## src/rtl/decoder_scan.sv

```systemverilog
// decoder_scan: registered N-to-2^N decoder with active-low one-hot outputs
// and an auto-scan mode that steps the index at a programmable rate.
// Optional feature macro: DECODER_SCAN_PINGPONG_EN (bounce at the endpoints
// instead of wrapping; dir is then latched only on load, rst or mode=0).
module decoder_scan #(
   parameter int N   = 3,
   parameter int DIV = 4
) (
   input  logic              clk,
   input  logic              rst,
   input  logic              en_n,
   input  logic              mode,
   input  logic              dir,
   input  logic              load,
   input  logic [N-1:0]      sel,
   output logic [2**N-1:0]   y,
   output logic [N-1:0]      idx,
   output logic              wrap
);

   localparam int W  = 2**N;
   localparam int CW = (DIV > 1) ? $clog2(DIV) : 1;
   localparam logic [CW-1:0] CNT_MAX = CW'(DIV - 1);
   localparam logic [N-1:0]  IDX_MAX = {N{1'b1}};

   logic [CW-1:0] cnt, cnt_nx;
   logic          dir_r, dir_nx;
   logic [N-1:0]  idx_nx;
   logic          wrap_nx;
   logic [W-1:0]  y_nx;

   // Active-low one-hot decode of an index.
   function automatic logic [W-1:0] decode(input logic [N-1:0] i);
      logic [W-1:0] oh;
      oh    = '0;
      oh[i] = 1'b1;
      return ~oh;
   endfunction

   // Next-state selection in priority order: load, freeze, direct, scan.
   always_comb begin
      idx_nx  = idx;
      cnt_nx  = cnt;
      dir_nx  = dir_r;
      wrap_nx = 1'b0;
      if (load) begin
         idx_nx = sel;
         cnt_nx = '0;
         dir_nx = dir;
      end else if (en_n) begin
         // frozen: hold index, prescaler and direction
      end else if (!mode) begin
         idx_nx = sel;
         cnt_nx = '0;
         dir_nx = dir;
      end else begin
`ifndef DECODER_SCAN_PINGPONG_EN
         dir_nx = dir;
`endif
         if (cnt == CNT_MAX) begin
            cnt_nx = '0;
`ifdef DECODER_SCAN_PINGPONG_EN
            // At an endpoint reverse and step back inward.
            if (!dir_r) begin
               if (idx == IDX_MAX) begin
                  idx_nx  = idx - 1'b1;
                  dir_nx  = 1'b1;
                  wrap_nx = 1'b1;
               end else begin
                  idx_nx = idx + 1'b1;
               end
            end else begin
               if (idx == '0) begin
                  idx_nx  = idx + 1'b1;
                  dir_nx  = 1'b0;
                  wrap_nx = 1'b1;
               end else begin
                  idx_nx = idx - 1'b1;
               end
            end
`else
            // Modular step; the index arithmetic wraps naturally.
            if (!dir_r) begin
               idx_nx  = idx + 1'b1;
               wrap_nx = (idx == IDX_MAX);
            end else begin
               idx_nx  = idx - 1'b1;
               wrap_nx = (idx == '0);
            end
`endif
         end else begin
            cnt_nx = cnt + 1'b1;
         end
      end
      // y tracks the next index so y and idx always change together.
      y_nx = en_n ? {W{1'b1}} : decode(idx_nx);
   end

   // State register with synchronous reset.
   always_ff @(posedge clk) begin
      if (rst) begin
         idx   <= '0;
         cnt   <= '0;
         dir_r <= 1'b0;
         y     <= {W{1'b1}};
         wrap  <= 1'b0;
      end else begin
         idx   <= idx_nx;
         cnt   <= cnt_nx;
         dir_r <= dir_nx;
         y     <= y_nx;
         wrap  <= wrap_nx;
      end
   end

endmodule

```

## config.mk

```make
export PLATFORM = sky130hd
export DESIGN_NAME = decoder_scan
export DESIGN_NICKNAME = d
export VERILOG_FILES = /design/src/rtl/decoder_scan.sv
export SDC_FILE = /design/constraint.sdc
export NUM_CORES = 1
export LEC_CHECK = 0
export BUFFER_PORTS_ARGS = -buffer_cell sky130_fd_sc_hd__buf_2
export CAP_MARGIN = 20
export CELL_PAD_IN_SITES_DETAIL_PLACEMENT = 0
export CELL_PAD_IN_SITES_GLOBAL_PLACEMENT = 1
export CORE_UTILIZATION = 25
export DETAILED_ROUTE_END_ITERATION = 10
export PLACE_DENSITY = 0.58
export SETUP_SLACK_MARGIN = 0.02
export SYNTH_ARGS = -nofsm -noshare
export SYNTH_HDL_FRONTEND = slang
export SYNTH_SLANG_ARGS = --single-unit
```

## constraint.sdc

```tcl
create_clock -name clk -period 1.8 [get_ports clk]
set_input_delay 0.36 -clock clk [delete_from_list [all_inputs] [get_ports clk]]
set_output_delay 0.36 -clock clk [all_outputs]
set_load 0.02 [all_outputs]
```

# ---- Yosys cells after proc, flatten, opt, wreduce, memory -nomap -nowiden
# Index checks and enable logic that the tools add are counted.
dict set report totals {
  ff_bits 15
  input_bits 9
  elab_cells 33
}
dict set report op_classes {
  n_addsub 3
  magnitude_cmp 2
  n_eq_ne 3
  mux 12
  bitwise 3
  n_reduce_logical 5
}
# cell count
set op_table {}
lappend op_table {{$mux 3} 5}
lappend op_table {{$not 8->8} 1}
lappend op_table {{$reduce_or 5->1} 1}
lappend op_table {{$lt 3x4->1 const B} 1}
lappend op_table {{$mux 1} 4}
lappend op_table {{$mux 2} 2}
lappend op_table {{$reduce_or 2->1} 2}
lappend op_table {{$add 3x1->3 const B} 1}
lappend op_table {{$demux 1 s3} 1}
lappend op_table {{$eq 3x3->1 const B} 1}
lappend op_table {{$ge 3x1->1 const B} 1}
lappend op_table {{$logic_not 3->1} 1}
lappend op_table {{$sub 3x1->3 const B} 1}
lappend op_table {{$add 2x1->2 const B} 1}
lappend op_table {{$eq 2x2->1 const B} 1}
lappend op_table {{$ne 2x1->1 const B} 1}
lappend op_table {{$not 1->1} 2}
lappend op_table {{$logic_and 1x1->1} 1}

# ---- Depth between registers and ports, before layout
dict set report logic_depth {
  word_depth 11
  depth_mapped 5
  mapped_depth_nobuf 5
}

# ---- Least setup slack after synthesis
# No wires, ideal clock.
dict set report synth_path {
  path_kind {register to register}
  start {reg idx[0]}
  end {reg y[4]}
  setup_ns 0.143
  t_arrival_ns 1.591
  required_time_ns 1.657
  path_slack_ns 0.066
  stages_incl_launch_ff 6
  n_path_buf 0
  path_cell_list {dfxtp_1 -> fa_1 -> and3b_1 -> a21oi_1 -> o211a_1 -> nand4_1}
}
dict set report synth_via {
  elab_chain_len 11
  elab_cells_between_ends 13
}
# element line
set synth_lines {}
lappend synth_lines {{start, declared} 17} ;# output logic [N-1:0] idx,
lappend synth_lines {{start signal, assigned} 108} ;# idx <= idx_nx;
lappend synth_lines {{$add 3x1->3 or $sub 3x1->3 (tied branches)} {84, 87}}
lappend synth_lines {{$mux 3} 83} ;# if (!dir_r) begin
lappend synth_lines {{$mux 3} 60} ;# if (cnt == CNT_MAX) begin
lappend synth_lines {{$mux 3} 52} ;# end else if (!mode) begin
lappend synth_lines {{$mux 3 *} 50} ;# end else if (en_n) begin
lappend synth_lines {{$mux 3 *} 46} ;# if (load) begin
lappend synth_lines {{$lt 3x4->1 (implied by the code) or $ge 3x1->1 (tied branches)} 36} ;# oh[i] = 1'b1;
lappend synth_lines {{$logic_and 1x1->1 (implied by the code)} 36}
lappend synth_lines {{$mux 1 (implied by the code)} 36}
lappend synth_lines {{$demux 1 s3 *} 36}
lappend synth_lines {{$not 8->8 *} 37} ;# return ~oh;
lappend synth_lines {{end signal, assigned} 105} ;# y <= {W{1'b1}};
lappend synth_lines {{end signal, assigned} 111} ;# y <= y_nx;
lappend synth_lines {{end, declared} 16} ;# output logic [2**N-1:0] y,
# Mark *: on every way between the ends. The rest lies on a longest branch, timed or not.
# A chain may end at the register's enable or synchronous reset.

# ---- Final worst setup path
dict set report layout_path {
  start {reg idx[0]}
  end {reg y[1]}
}
# The elaborated chain is that of the path after synthesis.

==> metrics.txt <==
routed len/inst approximately 13 um; WP data required 1.96 ns; fin area ~940 um^2; RSZ-0062 raised after global routing false; Post-Synth Simple-Gate Area around a quarter; Rows 19; Worst Hold Launch dir; die area approximately 3200 um^2; hold endpoint dir_r; mean post-synth cell area 9.73 um^2; Synth Area in Compound Gates a little over a fifth; sequential cell area around 300 um^2; layout cells sized above 1 37.3%; status finished clean; vias after detailed routing between 600 and 700; largest net degree at the start of global routing 11; main combinational cell family by area after synthesis simple AND/OR/NAND/NOR gates; sequential area share after synthesis 40.6%; crit-path max FO 5; Clock transition at path regs approximately 0.090 ns; port bufs 20; Clock Sinks 15; post-synthesis mux area share 1.35%; commonest non-fill, non-tap cell in the layout buf_2; R2R Path End y[1]; PwrDens approximately 730 nW/um^2; Final nets between 100 and 150; top_reg_cell synth dfxtp_1; Max-slew headroom between 70% and 80%; Detailed Route WL roughly 1800 um; fraction of registers with async set/reset 0%; First DRT Iteration DRCs 24; Slew Viols, Final 0; first-pass GRT wire length approximately 2800 um; syn_nets between 80 and 90; Reg2Reg Setup Slack between 0.1 and 0.15 ns; Yosys Warn Count 0; Setup-failing EPs final 0; DRT antenna net count 0; # IOs 21; worst slew pin tran approximately 0.36 ns; final setup TNS 0 ns; Post-synth EDFFs 0; Layout Skew roughly 0.002 ns; Reg2Reg Depth 5; Placer Congestion approximately 0.7; DRC 0; initial antenna violation count 0; Final HPWL DP between 1000 and 1500 um; clk_lat worst skew 0.29 ns; Mapped Cells between 70 and 80; Max Root-Sink Buffers 2; Num CTS Buffers 3; startpoint types flop; htree depth 1; ant diodes 0; fill count approximately 280; Fmax roughly 0.6 GHz; Die W 56.4 um; synth unique cells 36; Post-Synth XOR/XNOR Area 2.37%; Final Cycle Share about 93%; number of global-route vias before repair about 600; area delta synth->final 26.7%; Min-Delay Path Depth 3; Seq cells post-synth 15; CP Class reg -> reg; adder-cell share of the synthesized area 4.40%; Root Buffer Master clkbuf_4; grt total ovfl 0; total track usage a little under an eighth; Leakage 0.000377 uW; Max VDD drop 326 uV; fin util 33.7%; fin crit period 1.67 ns; FF-to-FF Start idx[0]; critical path endpoint category flop; Die Y-Extent 56.4 um; CTS tree done; Initial Util between 20% and 30%; CP arrival 1.83 ns; Hold Vio Cnt, Final 0; area of the mapped netlist roughly 740 um^2; most frequent cells in the layout buf_2, dfxtp_1, nor2_1; via/cell ratio a little over 5; Core Region 2780 um^2; Hold WC Path Type in -> reg; # Max-Cap Violations 0; Placed Area ~900 um^2; area of the multi-input gates about 440 um^2; Pre-Repair DR Iteration Count 4
[kinds of logic (layout without fill, tap and decap cells)]
| group | after synthesis | after routing |
|---|---|---|
| AO/OA/AOI/OAI | 21 | 21 |
| XOR/XNOR | 2 | 2 |
| AND/OR/NAND/NOR | 32 | 32 |
| buffers and inverters | 3 | 29 |
| multiplexers | 1 | 1 |
| adder cells (fa/ha/maj) | 2 | 2 |
| flip-flops | 15 | 15 |
[flip-flops by register name, summed over array words and instances, names as in the netlist]
signal and count:
y 8, idx 3, cnt 2, dir_r 1
wrap 1
[what timing repair did]
| action | 4_1_cts | 5_1_grt |
|---|---|---|
| buffers inserted | 0 | 0 |
| hold buffers | 0 | 0 |
| setup endpoints to repair | 0 | 8 |
| gates resized for setup | 0 | 4 |
| endpoints found under the hold margin | 0 | 0 |
[Yosys cell counts, drive strengths merged, types with 2 or more instances]
| library cell | n | area [um^2] |
|---|---|---|
| a21oi | 5 | 25.0 |
| nand2b | 2 | 12.5 |
| a21boi | 2 | 15.0 |
| nand4 | 5 | 37.5 |
| buf | 2 | 18.8 |
| nand2 | 3 | 11.3 |
| nor2 | 8 | 30.0 |
| xor2 | 2 | 17.5 |
| o21ai | 2 | 10.0 |
| nor2b | 2 | 22.5 |
| nor3 | 4 | 20.0 |
| o211ai | 5 | 37.5 |
| dfxtp | 15 | 300 |
[report_power, final]
| part | internal (uW) | switching, uW |
|---|---|---|
| registers | 343 | 8.10 |
| clock network | 82.6 | 111 |
| logic | 54.8 | 80.1 |
[routing by layer]
layer	vias to the layer above	global-route usage [%]	wire [um]
met2	20	18.4	804
met4	0	3.14	12
met5	-	0	0
met3	2	5.07	101
li1	336	-	-
met1	317	15.1	853
[final cells by class]
| class | count | area share (%) |
|---|---|---|
| clock buffer | 3 | 2.40 |
| clock inverter | 1 | 0.534 |
| inverter | 1 | 0.401 |
| multi-input combinational | 58 | 46.6 |
| sequential | 15 | 32.0 |
| tap | 31 | 4.14 |
| timing repair buffer | 24 | 13.9 |
[worst max-delay path: stages (launching register included)]
cell      delay [ns]
dfxtp_1         0.35
fa_1            0.47
xor2_2          0.17
a21boi_0        0.24
o21a_2          0.21
o211ai_1        0.11
[worst max path at each step]
stage	start	to	slack (ns)	cells after the start
finish	idx[0]	y[1]	0.13	5
global route	idx[0]	y[1]	0.04	5
CTS	idx[0]	y[7]	0.03	5
detailed placement	idx[0]	y[7]	0.04	5
global placement	idx[0]	y[6]	0.11	5
floorplan	idx[0]	y[4]	0.07	5
[through the flow]
step	hold slack [ns]	cells	total power (uW)	worst slack, ns
after floorplan	0.432	76	441	0.0663
after global placement	0.505	129	486	0.114
after detailed placement	0.515	129	488	0.0441
after CTS	0.305	133	686	0.0274
after global routing	0.317	133	716	0.0413
final	0.311	133	680	0.129
No activity file was read; power rests on OpenSTA's default activity.
